File: config.mk
export PLATFORM = sky130hd
export DESIGN_NAME = firebird_mc_main_ctrl
export DESIGN_NICKNAME = d
export VERILOG_FILES = /design/src/rtl/firebird_mc_main_ctrl.sv
export SDC_FILE = /design/constraint.sdc
export NUM_CORES = 1
export LEC_CHECK = 0
export CORE_ASPECT_RATIO = 1.4
export CORE_UTILIZATION = 28
export DETAILED_ROUTE_END_ITERATION = 10
export PLACE_DENSITY = 0.57
export SYNTH_ARGS = -nofsm -noshare
export SYNTH_HDL_FRONTEND = slang
export SYNTH_SLANG_ARGS = --single-unit
File: constraint.sdc
create_clock -name clk -period 3.7 [get_ports clk]
set_input_delay 1.11 -clock clk [delete_from_list [all_inputs] [get_ports clk]]
set_output_delay 1.11 -clock clk [all_outputs]
set_load 0.05 [all_outputs]
File: src/rtl/firebird_mc_main_ctrl.sv
// firebird_mc_main_ctrl: multi-cycle Firebird main control FSM that decodes the IR opcode and drives the datapath strobes
module firebird_mc_main_ctrl #(
  parameter int CNT_W = 32
) (
  input  logic             clk,
  input  logic             rst,
  input  logic [6:0]       opcode,
  input  logic             zero,
  input  logic             mem_ready,
  output logic             mem_read,
  output logic             mem_write,
  output logic             i_or_d,
  output logic             ir_write,
  output logic             mdr_write,
  output logic             pc_en,
  output logic             pc_source,
  output logic             alu_src_a,
  output logic [1:0]       alu_src_b,
  output logic [1:0]       alu_op,
  output logic             reg_write,
  output logic             mem_to_reg,
  output logic             illegal,
  output logic [CNT_W-1:0] instret,
  output logic [3:0]       state_o
);
  typedef enum logic [3:0] {
    IDLE     = 4'd0,
    FETCH    = 4'd1,
    DECODE   = 4'd2,
    MEM_ADDR = 4'd3,
    MEM_RD   = 4'd4,
    MEM_WB   = 4'd5,
    MEM_WR   = 4'd6,
    EXEC     = 4'd7,
    R_WB     = 4'd8,
    BRANCH   = 4'd9,
    HALT     = 4'd10
  } state_t;
  localparam logic [6:0] OP_LW = 7'b0000011;
  localparam logic [6:0] OP_SW = 7'b0100011;
  localparam logic [6:0] OP_R  = 7'b0110011;
  localparam logic [6:0] OP_BEQ = 7'b1100011;
  state_t           state_q, state_d;
  logic             illegal_q, illegal_d;
  logic [CNT_W-1:0] instret_q, instret_d;
  logic             retire;
  always_ff @(posedge clk or posedge rst) begin
    if (rst) begin
      state_q   <= IDLE;
      illegal_q <= 1'b0;
      instret_q <= '0;
    end else begin
      state_q   <= state_d;
      illegal_q <= illegal_d;
      instret_q <= instret_d;
    end
  end
  always_comb begin
    state_d    = IDLE;
    retire     = 1'b0;
    illegal_d  = illegal_q;
    mem_read   = 1'b0;
    mem_write  = 1'b0;
    i_or_d     = 1'b0;
    ir_write   = 1'b0;
    mdr_write  = 1'b0;
    pc_en      = 1'b0;
    pc_source  = 1'b0;
    alu_src_a  = 1'b0;
    alu_src_b  = 2'b00;
    alu_op     = 2'b00;
    reg_write  = 1'b0;
    mem_to_reg = 1'b0;
    case (state_q)
      IDLE: state_d = FETCH;
      FETCH: begin
        mem_read  = 1'b1;
        alu_src_b = 2'b01;
        ir_write  = mem_ready;
        pc_en     = mem_ready;
        state_d   = mem_ready ? DECODE : FETCH;
      end
      DECODE: begin
        alu_src_b = 2'b10;
        state_d   = (opcode == OP_LW || opcode == OP_SW) ? MEM_ADDR :
                    (opcode == OP_R)                     ? EXEC     :
                    (opcode == OP_BEQ)                   ? BRANCH   : HALT;
        illegal_d = illegal_q | (state_d == HALT);
      end
      MEM_ADDR: begin
        alu_src_a = 1'b1;
        alu_src_b = 2'b10;
        state_d   = (opcode == OP_SW) ? MEM_WR : MEM_RD;
      end
      MEM_RD: begin
        mem_read  = 1'b1;
        i_or_d    = 1'b1;
        mdr_write = mem_ready;
        state_d   = mem_ready ? MEM_WB : MEM_RD;
      end
      MEM_WB: begin
        reg_write  = 1'b1;
        mem_to_reg = 1'b1;
        retire     = 1'b1;
        state_d    = FETCH;
      end
      MEM_WR: begin
        mem_write = 1'b1;
        i_or_d    = 1'b1;
        retire    = mem_ready;
        state_d   = mem_ready ? FETCH : MEM_WR;
      end
      EXEC: begin
        alu_src_a = 1'b1;
        alu_op    = 2'b10;
        state_d   = R_WB;
      end
      R_WB: begin
        reg_write = 1'b1;
        retire    = 1'b1;
        state_d   = FETCH;
      end
      BRANCH: begin
        alu_src_a = 1'b1;
        alu_op    = 2'b01;
        pc_source = 1'b1;
        pc_en     = zero;
        retire    = 1'b1;
        state_d   = FETCH;
      end
      HALT: state_d = HALT;
      default: state_d = IDLE;
    endcase
    instret_d = instret_q + {{(CNT_W-1){1'b0}}, retire};
  end
  assign illegal = illegal_q;
  assign instret = instret_q;
  assign state_o = state_q;
endmodule

# Word-level counts from Yosys, hierarchy flattened
# Cells that the tools add are included.
# Widths: inputs -> output; s select.
[totals]
regBits = 37
in_bits = 11
out_inout_bits = 51
word_cells = 50
[op_classes]
n_addsub = 1
n_eq_ne = 15
n_mux = 21
bitwise = 1
n_reduce_logical = 9
[op_table]
columns = ["cell", "n"]
rows = [
  ["$add 32x1->32", 1],
  ["$pmux 4 s8", 1],
  ["$eq 4x3->1 const B", 4],
  ["$eq 4x4->1 const B", 4],
  ["$eq 7x6->1 const B", 2],
  ["$mux 1", 10],
  ["$eq 4x2->1 const B", 2],
  ["$mux 4", 2],
  ["$pmux 2 s2", 2],
  ["$reduce_or 2->1", 4],
  ["$eq 7x2->1 const B", 1],
  ["$eq 7x7->1 const B", 1],
  ["$mux 2", 3],
  ["$reduce_or 3->1", 2],
  ["$eq 4x1->1 const B", 1],
  ["$logic_not 4->1", 1],
  ["$pmux 1 s2", 2],
  ["$reduce_or 4->1", 1],
  ["$mux 3", 1],
  ["$logic_or 1x1->1", 1],
  ["$or 1x1->1", 1],
]

# Depth between registers and ports, before layout
# Gate-level depths: netlist (run 1).
[depth]
word_depth = 6
ltp_mapped = 11
depth_no_buf = 10

# Least setup slack after synthesis (run 1)
# OpenSTA, ideal clock, no wires.
[synth_path]
path_type = "input to output"
startpoint = "input port mem_ready"
endpoint = "output port pc_en"
arrival_ns = 3.211
t_required_ns = 2.590
slack_ns = -0.621
path_stages = 3
n_path_buf = 0
path_cell_list = "nand2_1 nor4_1 a21o_1"
[synth_via]
elab_chain_cells = 1
[synth_lines]
columns = ["item", "line_no", "source"]
rows = [
  ["start: declaration", "9", "input logic mem_ready,"],
  ["$pmux 1 s2", "74", "case (state_q)"],
  ["end: declaration", "15", "output logic pc_en,"],
]
# No other way between the ends.

# Worst setup path after layout (run 1)
[layout_path]
startpoint = "input port mem_ready"
endpoint = "output port ir_write"
[layout_via]
elab_chain_cells = 1
[layout_lines]
columns = ["item", "line_no", "source"]
rows = [
  ["$mux 1", "74", ""],
  ["end: declaration", "13", "output logic ir_write,"],
]
# No other way between the ends.

==> results of run 1 <==
per-layer routing:
| layer | wire (um) | up-vias | global-route usage (%) |
|---|---|---|---|
| li1 | - | 770 | - |
| met1 | 1907 | 771 | 15.54 |
| met2 | 2247 | 58 | 23.36 |
| met3 | 287 | 7 | 4.418 |
| met4 | 82 | 0 | 4.827 |
| met5 | 0 | - | 0 |
per-stage QoR:
stage	power [mW]	cells	hold slack, ns	instance area, um^2
floorplan	1.069	186	0.7792	1944
global placement	1.373	338	0.4579	2711
detailed placement	1.364	338	0.4695	2711
CTS	1.642	346	0.4835	2791
global route	1.705	346	0.5003	2791
finish	1.624	346	0.4757	2791
cell usage in the layout, fill, tap and decap left out, types with 5 or more instances in the layout:
cell and count:
xor2_1 11, xnor2_1 20, a21oi_1 5, buf_4 5, nand4_1 5, clkdlybuf4s50_1 58, clkbuf_8 5, nor3_1 5
nand2_1 19, nand3_1 10, nor2_1 17, dfrtp_1 37
layout make-up:
type | instances | area share [%]
multi-input cells | 140 | 35.14
flip-flops and latches | 37 | 33.17
repair buffers | 66 | 24.29
well taps | 92 | 4.124
clock buffers | 8 | 2.869
inverters | 3 | 0.4034
logic make-up after synthesis:
logic type               after synthesis  share of synthesized area [%]
AND/OR/NAND/NOR                       86                          26.94
XOR/XNOR                              31                          14.05
adder cells (fa/ha/maj)                3                          1.943
AO/OA/AOI/OAI                         18                          6.153
multiplexers                           2                          1.036
flip-flops                            37                          47.93
buffers and inverters                  9                          1.943
cells in the mapped netlist (all sizes together), types with 2 or more instances:
cell | instances | area (um^2)
nor4 | 2 | 27.53
and3 | 2 | 12.51
nand3 | 13 | 87.59
xor2 | 11 | 96.34
o21a | 2 | 15.01
a21boi | 2 | 15.01
o21ai | 2 | 10.01
mux2i | 2 | 20.02
nor2b | 3 | 18.77
nand2b | 3 | 18.77
inv | 3 | 11.26
nand3b | 2 | 15.01
nor3 | 7 | 57.55
ha | 3 | 37.54
nand2 | 19 | 71.32
clkbuf | 4 | 15.01
buf | 2 | 11.26
dfrtp | 37 | 925.9
and4 | 4 | 36.29
nand4 | 6 | 43.79
xnor2 | 20 | 175.2
and2 | 4 | 27.53
a21oi | 5 | 25.02
nor2 | 18 | 75.07
flip-flops by register name, summed over array words and instances (netlist names):
name,flops
instret,32
state_o,4
illegal,1
worst max-delay path: cells and delay by family:
family                 cells  cell delay [ns]
buffers and inverters      3             0.87
and+or+nand+nor            2             0.30
worst min path at each step:
stage | start | endpoint | cells after the start
floorplan | instret[31]$_DFF_PP0_ | instret[31]$_DFF_PP0_ | 1
global placement | illegal$_DFFE_PP0P_ | illegal$_DFFE_PP0P_ | 1
detailed placement | illegal$_DFFE_PP0P_ | illegal$_DFFE_PP0P_ | 1
CTS | illegal$_DFFE_PP0P_ | illegal$_DFFE_PP0P_ | 1
global route | illegal$_DFFE_PP0P_ | illegal$_DFFE_PP0P_ | 1
finish | illegal$_DFFE_PP0P_ | illegal$_DFFE_PP0P_ | 1
power by group through the flow:
stage	logic (mW)	registers, mW	clock network, mW
floorplan	0.407	0.662	0
global placement	0.841	0.532	0
detailed placement	0.834	0.530	0
CTS	0.841	0.523	0.278
global route	0.881	0.531	0.293
finish	0.835	0.522	0.267
==> reports/results.txt, run 1 <==
Worst R2R Setup Slack: 0.88 ns
Core Rows: 35
Initial Utilization: 29.21%
outcome: completed
Worst setup startpoint: mem_ready
maxcap violations: 0
CP cell instances: clkdlybuf4s50_1, nand2_1, nor4_2, buf_4, buf_12
clk_skew: 0.002198 ns
worst-path fanout max: 6
crit path DAT: 2.28 ns
Final #Nets: 267
Sequential Power Share: 32.1%
GPL Wtd Cong: 0.7881
first-pass GRT wire length: 7603 um
CTS tree: built
GRT Total Usage: 13.57%
hold crit path type: flop to flop
vias in the first global route: 1,638
Placeable Area: 6613 um^2
Worst-Margin Slew: 0.5893 ns
Die Wd: 72.20 um
endpoints failing setup: 0
post-detail-place hpwl: 3350 um
sw frac: 45.32%
multi-input combinational cell area: 980.9 um^2
Clk Latency, worst-skew pair: 0.28 ns
Unique masters post-synth: 43
die span in y: 100.3 um
type of the worst setup path: input port to primary output
Synth Net Count: 200
GR Overflow Total: 0
Clock power frac: 16.5%
worst setup margin: 0.3051 ns
Hold Buf Count CTS: 0
Avg Cell Area, Syn: 10.39 um^2
Switch Pwr: 0.7360 mW
power per cell area: 581.7 nW/um^2
startpoint class of the critical path: input port
CTS root buf: clkbuf_8
Ports: 62
vias per inst: 4.642
Critical R2R Capture: instret[24]$_DFF_PP0_
total CTS buffers: 5
layout cells sized above 1: 10.63%
fill cell count: 663
Layout Utilization: 42.21%
setup TNS: 0 ns
storage element area: 925.9 um^2
Post-synth EDFFs: 0
Port Buffers: 61
Place WS: 0.2432 ns
clock sinks: 37
Remaining DRCs: 0
Final ANT Viol Nets: 0
Worst setup endpoint: ir_write
unrepaired setup endpoints after global routing: no
post-synthesis sequential area ratio: 47.93%
post-CTS setup buffer count: 0
initial antenna violation count: 0
CTS resizes: 0
Worst VDD drop: 0.5988 mV
area grow syn2layout: 44.49%
Post-synth ARST share: 100.0%
final wirelength: 4524 um
cell count after synthesis: 186
Leak: 1.209 nW
combinational power share: 51.4%
Worst-path clk slew: 0.07 ns
full die area: 7240 um^2
final worst path period share: 91.75%
CP Capture Type: primary output
Netlist Area Pre-Place: 1932 um^2
Hold Fails Final Rpt: 0
synthesis-stage register bit count: 37
Reg2Reg Depth: 10
Avg WL per Cell: 13.08 um
DRT iter0 DRCs: 52
worst r2r src: state_o[1]$_DFF_PP0_
internal power: 0.8879 mW
clk buf depth: 2
via count: 1,606
f_max: 0.2946 GHz
slowest cell delay on critical path: 0.56 ns
Req. time, crit path: 2.59 ns
DRT Pass-1 Iters: 4
Ys Warns: 0
Slowest-stage cell, CP: clkdlybuf4s50_1
CTS H-tree lvls: 2
final slew viol count: 0
Period minus WS final: 3.395 ns
n_diodes: 0
most used flip-flop cell after synthesis: dfrtp_1
largest net degree at the start of global routing: 38
Slew headroom: 60.71%
Note: power is estimated with default switching activity, not from simulation.
==> run 2, diff against run 1 <==
- REMOVE_ABC_BUFFERS: not set -> 1
==> run 2 against run 1 <==
Effect of this change: routed wire length grew 1.9%; critical path depth is the same; cell count grew 0.58%; hold slack lost 0.0074 ns; largest power group unchanged; non-clock buffer count grew 3; first-iteration DRC count grew 52%; clock skew grew 0.0040 ns; highest routed layer unchanged; largest cell class unchanged; clock power grew 6%.
==> reports/results.txt, run 2 (synthesis gave the netlist of run 1 again) <==
power per cell area: 586.5 nW/um^2
unrepaired setup endpoints after global routing: no
full die area: 7240 um^2
layout cells sized above 1: 11.33%
total CTS buffers: 5
CP Capture Type: primary output
Hold Fails Final Rpt: 0
first-pass GRT wire length: 7479 um
CTS tree: built
Req. time, crit path: 2.59 ns
initial antenna violation count: 0
Hold Buf Count CTS: 0
commonest non-fill, non-tap cells in the layout: clkdlybuf4s50_1 (58), dfrtp_1 (37), xnor2_1 (20)
f_max: 0.2935 GHz
die span in y: 100.3 um
endpoints failing setup: 0
Worst VDD drop: 0.4891 mV
Worst-Margin Slew: 0.5384 ns
clock sinks: 37
Leak: 1.227 nW
Ports: 62
Area after DPL: 2721 um^2
largest net degree at the start of global routing: 38
GPL Wtd Cong: 0.7952
area grow syn2layout: 45.34%
maxcap violations: 0
hold crit path type: flop to flop
Final #Nets: 270
final instance area: 2808 um^2
GRT Total Usage: 13.33%
GR Overflow Total: 0
Avg WL per Cell: 13.25 um
Placeable Area: 6613 um^2
Worst-path clk slew: 0.07 ns
CTS H-tree lvls: 2
Initial Utilization: 29.21%
clk_skew: 0.006238 ns
DRT Pass-1 Iters: 4
met1 Use GR: 15.20%
crit path DAT: 2.30 ns
Final ANT Viol Nets: 0
DRT iter0 DRCs: 79
most common cell after layout, fill and taps aside: clkdlybuf4s50_1
Period minus WS final: 3.407 ns
GR Util met2: 22.43%
n_diodes: 0
Finished Layout Cells: 348
max reg flops: 32
vias in the first global route: 1,578
gr busiest metal: met2
final worst path period share: 92.08%
type of the worst setup path: input port to primary output
Remaining DRCs: 0
fill cell count: 631
worst-path fanout max: 3
Post-Place Cells: 341
startpoint class of the critical path: input port
CTS root buf: clkbuf_8
Port Buffers: 61
Clk Latency, worst-skew pair: 0.29 ns
vias per inst: 4.609
via count: 1,604
Core Rows: 35
CTS resizes: 0
Die Wd: 72.20 um
met3 Use GR: 4.618%
final wirelength: 4611 um
Slew headroom: 63.99%
post-detail-place hpwl: 3367 um
post-CTS setup buffer count: 0
outcome: completed
final slew viol count: 0
clk buf depth: 2
-- run 2: metal layers --
layer  up-vias  wire (um)
met1       747       1898
met4         0        102
li1        780          -
met2        67       2222
met5         -          0
met3        10        389
-- run 2: path summary, 6_finish.rpt --
| kind | startpoint | depth (start not counted) | endpoint | slack, ns |
|---|---|---|---|---|
| max in group asynchronous | rst | 3 | instret[12]$_DFF_PP0_ | 2.13 |
| worst min register to register | instret[31]$_DFF_PP0_ | 1 | instret[31]$_DFF_PP0_ | 0.47 |
| worst max-delay path | mem_ready | 5 | ir_write | 0.29 |
| worst min-delay path | instret[31]$_DFF_PP0_ | 1 | instret[31]$_DFF_PP0_ | 0.47 |
| worst max register to register | state_o[1]$_DFF_PP0_ | 11 | instret[24]$_DFF_PP0_ | 1.00 |
| min in group asynchronous | rst | 3 | instret[21]$_DFF_PP0_ | 1.23 |
-- run 2: worst max-delay path, stage by stage --
cell and delay, ns:
clkdlybuf4s50_1 0.50, nand2_1 0.08, nor4_1 0.28, buf_4 0.20
buf_12 0.13
-- run 2: final cells by class --
type                       count  area (um^2)  share of cell area [%]
clock buffer                   7        86.33                   3.075
inverter                       3        11.26                  0.4011
timing repair buffer          69        700.7                   24.96
sequential                    37        925.9                   32.98
tap                           92        115.1                   4.100
multi-input combinational    140        968.4                   34.49
-- run 2: power breakdown --
group | internal [mW] | switching (mW) | total [mW]
Combinational | 0.303 | 0.521 | 0.825
Clock | 0.148 | 0.136 | 0.284
Sequential | 0.450 | 0.0882 | 0.538
Total | 0.902 | 0.745 | 1.65
-- run 2: stage by stage --
step	util (%)	total power, mW	setup TNS (ns)	setup WS, ns	hold WS, ns
after global placement	41.15	1.378	0	0.3026	0.4553
final	42.46	1.647	0	0.2931	0.4683
after CTS	42.46	1.659	0	0.2954	0.4744
after floorplan	-	1.049	-0.9838	-0.6298	0.7792
after detailed placement	41.15	1.370	0	0.2695	0.4585
after global routing	42.46	1.728	0	0.1535	0.4938
